`src/rtl/noc_output_port_arbiter.sv`:
```
// Output-port arbiter: round-robin grant across five input blocks, locked for a whole
// packet, with a one-stage registered valid/ready slice toward the output link.
module noc_output_port_arbiter #(
    parameter int FLIT_WIDTH = 64,
    parameter int PORTS      = 5
) (
    input  logic                        clk,
    input  logic                        rst,
    input  logic [PORTS-1:0]            request,
    output logic [PORTS-1:0]            grant,
    input  logic [PORTS-1:0]            free,
    input  logic [PORTS-1:0]            start_of_packet,
    input  logic [PORTS-1:0]            end_of_packet,
    input  logic [PORTS-1:0]            in_valid,
    output logic [PORTS-1:0]            in_ready,
    input  logic [PORTS*FLIT_WIDTH-1:0] in_flit,
    output logic                        out_valid,
    input  logic                        out_ready,
    output logic [FLIT_WIDTH-1:0]       out_flit
);

    localparam int IDX_W = $clog2(PORTS);

    typedef enum logic {IDLE, BUSY} state_t;

    state_t           state;
    logic [IDX_W-1:0] owner;
    logic [IDX_W-1:0] pointer;
    logic             in_packet;
    logic             pending_free;

    logic [IDX_W-1:0] pick;
    logic [IDX_W-1:0] cand;
    logic             pick_valid;
    logic             slice_open;
    logic             accept;
    logic             release_now;

    // Scan downward so the candidate closest after the pointer is the last one written.
    always_comb begin
        // NOTE: every output of this block gets a default first, so no path leaves a latch.
        pick       = '0;
        cand       = '0;
        pick_valid = 1'b0;
        for (int k = PORTS; k >= 1; k--) begin
            cand = IDX_W'((int'(pointer) + k) % PORTS);
            if (request[cand]) begin
                pick       = cand;
                pick_valid = 1'b1;
            end
        end
    end

    assign slice_open  = !out_valid || out_ready;
    assign in_ready    = (state == BUSY && slice_open) ? grant : '0;
    assign accept      = (state == BUSY) && in_valid[owner] && slice_open;
    assign release_now = (free[owner] && (!in_packet || end_of_packet[owner]))
                       || (pending_free && end_of_packet[owner]);

    always_ff @(posedge clk) begin
        // NOTE: all state here uses non-blocking assignment so every register samples pre-edge values.
        if (rst) begin
            state        <= IDLE;
            grant        <= '0;
            owner        <= '0;
            pointer      <= IDX_W'(PORTS - 1);
            in_packet    <= 1'b0;
            pending_free <= 1'b0;
            out_valid    <= 1'b0;
            out_flit     <= '0;
        end else begin
            // The slice drains on its own, independent of whether the grant is still held.
            if (accept) begin
                out_flit  <= in_flit[owner*FLIT_WIDTH +: FLIT_WIDTH];
                out_valid <= 1'b1;
            end else if (out_ready) begin
                out_valid <= 1'b0;
            end

            if (state == IDLE) begin
                if (pick_valid) begin
                    state <= BUSY;
                    owner <= pick;
                    grant <= PORTS'(1) << pick;
                end
            end else begin
                if (start_of_packet[owner] && !end_of_packet[owner]) begin
                    in_packet <= 1'b1;
                end else if (end_of_packet[owner]) begin
                    in_packet <= 1'b0;
                end

                if (release_now) begin
                    state        <= IDLE;
                    grant        <= '0;
                    pointer      <= owner;
                    pending_free <= 1'b0;
                end else if (free[owner] && in_packet) begin
                    // Requester let go mid-packet: hold the lock until its tail flit.
                    pending_free <= 1'b1;
                end
            end
        end
    end

endmodule

```
`config.mk`:
```
export PLATFORM = sky130hd
export DESIGN_NAME = noc_output_port_arbiter
export DESIGN_NICKNAME = d
export VERILOG_FILES = /design/src/rtl/noc_output_port_arbiter.sv
export SDC_FILE = /design/constraint.sdc
export NUM_CORES = 1
export LEC_CHECK = 0
export ABC_AREA = 0
export CAP_MARGIN = 20
export CORE_AREA = 5 5 161 163
export CTS_BUF_LIST = sky130_fd_sc_hd__clkbuf_8
export CTS_CLUSTER_SIZE = 12
export DETAILED_ROUTE_END_ITERATION = 6
export DIE_AREA = 0 0 166 168
export PLACE_DENSITY = 0.67
export SYNTH_ARGS = -nofsm -noshare
export SYNTH_HDL_FRONTEND = slang
export SYNTH_SLANG_ARGS = --single-unit
```
`constraint.sdc`:
```
create_clock -name clk -period 4.4 [get_ports clk]
set_input_delay 0.44 -clock clk [delete_from_list [all_inputs] [get_ports clk]]
set_output_delay 0.44 -clock clk [all_outputs]
set_load 0.01 [all_outputs]
```
# == Yosys cells after proc, flatten, opt, wreduce, memory -nomap -nowiden ==
# Cells that the tools add are included.
# W data, S select, Z words.
# totals
input_bits,348
word_cells,91
register_bits,79
# op_classes
addsub,5
n_shift,2
order_cmp,6
bitwise,1
muxes,41
div_mod_pow,5
eq_ne,1
n_reduce_logical,22
# op_table
cell,count
$shiftx A320 B10 Y64,1
$mod A32 B4 Y32 const B,5
$bmux W1 S3,9
$lt A3 B4 Y1 const B,6
$mux W1,23
$mux W5,4
$mux W3,5
$reduce_and A2 Y1,5
$add A3 B2 Y4 const B,2
$add A3 B3 Y4 const B,2
$reduce_bool A2 Y1,4
$logic_and A1 B1 Y1,7
$shl A1 B3 Y5 const A,1
$add A3 B1 Y4 const B,1
$logic_not A1 Y1,3
$logic_or A1 B1 Y1,3
$ne A2 B1 Y1 const B,1
$not A1 Y1,1

# == Logic depth before layout (Yosys ltp) ==
# depth
depth_word,12
mapped_depth,22
ltp_nobuf,16

# == Least setup slack after synthesis ==
# OpenSTA, ideal clock, no wires.
# synth_timing
path_type,register to register
startpoint,register pointer[0]
endpoint,register grant[0]
path_stages_with_launch,22
slack_ns,-0.469
period_less_slack_ns,4.869
path_buffers,5
t_arrival_ns,4.751
path_cell_list,dfxtp_1 buf_2 buf_2 buf_1 buf_1 inv_1 ha_1 ha_1 nor3_1 o221a_1 nor2_2 ha_1 mux2_2 nand2_1 o21ai_0 inv_1 o22ai_1 or4_4 o41ai_2 buf_4 nor3_2 a32o_1
# synth_between
elab_chain_len,12
# synth_lines
item,line,source
start: declaration,28,logic [IDX_W-1:0] pointer;
start signal: assignment,66,pointer <= IDX_W'(PORTS - 1);
start signal: assignment,96,pointer <= owner;
$add A3 B3 Y4,46,cand = IDX_W'((int'(pointer) + k) % PORTS);
$mod A32 B4 Y32,46,
$bmux W1 S3,47,if (request[cand]) begin
$mux W1 (not written as such),47,
$mux W3 (5 in series),47,
$shl A1 B3 Y5,84,grant <= PORTS'(1) << pick;
$mux W5,81,if (pick_valid) begin
$mux W5,80,if (state == IDLE) begin
end signal: assignment,84,
end: declaration,10,"output logic [PORTS-1:0] grant,"
# Several ways; a longest one is shown, not always the timed one. The select of a mux whose other input is x is not followed.
# A chain may end at the register's enable or synchronous reset.

# == Final worst setup path ==
# layout_timing
startpoint,register pointer[1]
endpoint,register grant[0]
# The elaborated chain is that of the path after synthesis.

==> flow_summary.ini <==
[run_status]
status = finished, final reports clean

[worst_setup_path]
cp.required_ns = 4.67
crit_fanout = 11
crit_start = pointer[1]
path_class = reg2reg
r2r-start = pointer[1]
rr_endpoint = grant[0]
cp.arrival_ns = 4.40
cp-start-kind = register
reg2reg_depth = 17
worstSetupEndpoint = grant[0]
reg2reg_setup_slack_ns = 0.27
cp-end-kind = register

[drt]
viasPerCell = 5.54
drc_errors = 0
post_drt_wl_per_cell_microns = 24.8
ant_nets = 0
drt_pass1_iterations = 6
drt_iter0_drc = 653
drt_wl_total_microns = 35500
dr_total_vias = 7948

[floorplanning]
core_sq_um = 24200
dieArea_sq_um = 27900
die_w_microns = 166
rows = 57
die_y_microns = 168
io_pins = 423
start_util_pct = 28.9

[synth]
syn_area_sq_um = 7000
synth_top_area_share_pct = 22.6
avgSynthCellArea_sq_um = 9.66
synth-seq-cells = 79
synth.top_cells.by_count = inv_1 (83), dfxtp_1 (79), mux4_2 (69)
syn_inst = 724
yosysMostFrequentCell = inv_1
synth_edf_count = 0
yosys.area.top_type = dfxtp_1
synth-seq-area-share_pct = 22.6
synth.area.top_cells = dfxtp_1 (23%), mux4_2 (22%), a221oi_1 (8.0%)
yosysUniqueCellTypes = 86
yosysWarnings = 0
yosys_most_used_dff = dfxtp_1
async_flop_share_pct = 0
syn_nets = 1094

[layout]
final_layout_size_suffix_gt1_share_pct = 13.3
fin_nets = 1476
diodes = 0
areaGrowthSynthToFinish_pct = 67.6
final_cell_count_no_fill = 1435

[sta]
timing.hold.ws_ns = 0.459
finalHoldViolCount = 0
maxSlewHeadroom_pct = 32.9
finClkSkew_ns = 0.0233
rsz0062_at_grt = no
finalSetupViolCount = 0
finalCritPeriodShare_pct = 93.8
max_freq_mhz = 242
final_max_slew_viol_count = 0
worst_slew_pin_slew_ns = 1.01
fin_tns_setup_ns = 0
min_period_ns = 4.13

[clock_network]
cts_root_buf = clkbuf_8
cts_buffers = 9
clk_latency_ns = 0.39
clockBufferDepth = 2
cts_setup_buffers = 0
postCtsResizedCells = 0
tritoncts = built
path_clk_slew_ns = 0.11
hold_buffers = 0
cts.sinks = 79
htree_levels = 3

[global_route]
grt-ovfl-total = 0
grt_pass1_vias = 7957
grt_pass1_wl_microns = 51300
antenna_found_initial = 1
grt_max_degree = 76
track_usage_pct = 24.0

[place]
port_buffers = 422
dp_hpwl_microns = 29000
dp_cells = 1419
place_congestion = 0.944

[power_and_ir_drop]
max-vdd-ir-drop_v = 0.000171
power.total_mw = 5.36
power_density_nw_per_um2 = 457
leakage_nw = 4.05

[worst_hold_path]
hp-class = reg2reg

[run]
maxCapViolations = 0
-- cell families after synthesis --
group           synth area share [%]
fa+ha+maj                       3.93
buf+inv                         8.92
compound gates                  28.6
flops                           22.6
simple gates                    10.9
xor+xnor                        1.13
mux                             23.9
-- per-stage QoR --
stage          utilization, %  worst slack [ns]  instance area [sq um]
2_1_floorplan               -           0.00428                   7040
3_3_place_gp             47.7             0.490                  11500
3_5_place_dp             47.7             0.346                  11500
4_1_cts                  48.5             0.306                  11700
5_1_grt                  48.5            0.0155                  11700
6_report                 48.5             0.271                  11700
-- registers in the layout, indices dropped and copies added, names as in the netlist --
register and cells:
grant 5, state 1, owner 3, pending_free 1, out_flit 64, out_valid 1, pointer 3, in_packet 1
-- metal layers --
layer	global-route usage (%)	wire length [microns]
met1	31.3	14600
met2	39.3	16800
met3	7.57	3550
met4	5.34	571
met5	0	11
-- critical path: stages, from the launching register on --
cell     delay, ns
dfxtp_1       0.38
inv_1         0.13
ha_1          0.33
ha_2          0.24
nor3b_2       0.24
o221a_1       0.26
nor2_2        0.10
ha_4          0.30
mux2_2        0.33
nand2_1       0.08
o21ai_0       0.08
inv_1         0.07
o22ai_1       0.10
or4_4         0.56
o41ai_2       0.22
buf_4         0.22
nor3_2        0.06
a32o_1        0.30
-- cell usage in the layout (no fill, tap or decap), types with 3 or more instances in the layout --
master / synthesis / final
nor3_1: 9 / 7
o211ai_1: 10 / 10
nor3_2: 1 / 3
nand3_1: 12 / 12
and2_1: 4 / 4
ha_1: 22 / 19
mux2_2: 3 / 3
inv_2: 2 / 3
inv_1: 83 / 81
nor2b_1: 3 / 3
mux2i_1: 7 / 7
a211oi_1: 68 / 68
nand4_1: 3 / 3
clkbuf_8: 0 / 10
o22ai_1: 3 / 3
o21ai_0: 10 / 10
a21oi_1: 17 / 17
a21o_1: 4 / 4
o21a_1: 4 / 4
buf_4: 1 / 20
a31oi_1: 4 / 4
and3_1: 10 / 10
a22oi_1: 5 / 5
a221oi_1: 64 / 64
a22o_1: 3 / 3
nand4b_1: 3 / 3
clkdlybuf4s50_1: 0 / 421
o31ai_1: 5 / 5
a211o_1: 6 / 6
o211a_1: 7 / 7
o32ai_1: 4 / 3
dfxtp_1: 79 / 77
a311oi_1: 3 / 3
xnor2_1: 4 / 4
nor2_1: 27 / 27
nand2b_1: 13 / 13
nand2_1: 23 / 23
mux4_2: 69 / 69
-- area by class of cell --
class | instances | area [sq um]
fill | 2256 | 12500
sequential | 79 | 1590
timing repair buffer | 443 | 4400
multi-input combinational | 488 | 4830
tap | 324 | 405
clock inverter | 6 | 50.0
inverter | 85 | 322
clock buffer | 10 | 138
-- power by group --
| group | switching (mW) | internal, mW | leakage [nW] |
|---|---|---|---|
| Sequential | 0.220 | 0.957 | 0.650 |
| Clock | 0.331 | 0.229 | 0.0952 |
| Combinational | 1.84 | 1.79 | 3.31 |
| Total | 2.39 | 2.97 | 4.05 |
-- worst min-delay path by stage --
stage                               to  cells past startpoint  slack [ns]         start
after floorplan               owner[2]                      2        0.45      owner[2]
after global placement    out_flit[28]                      2        0.44  out_flit[28]
after detailed placement   out_flit[1]                      2        0.45   out_flit[1]
after CTS                 out_flit[52]                      2        0.46  out_flit[52]
after global routing       out_flit[3]                      2        0.48   out_flit[3]
final                     out_flit[40]                      2        0.46  out_flit[40]
Note: power is estimated with default switching activity, not from simulation.
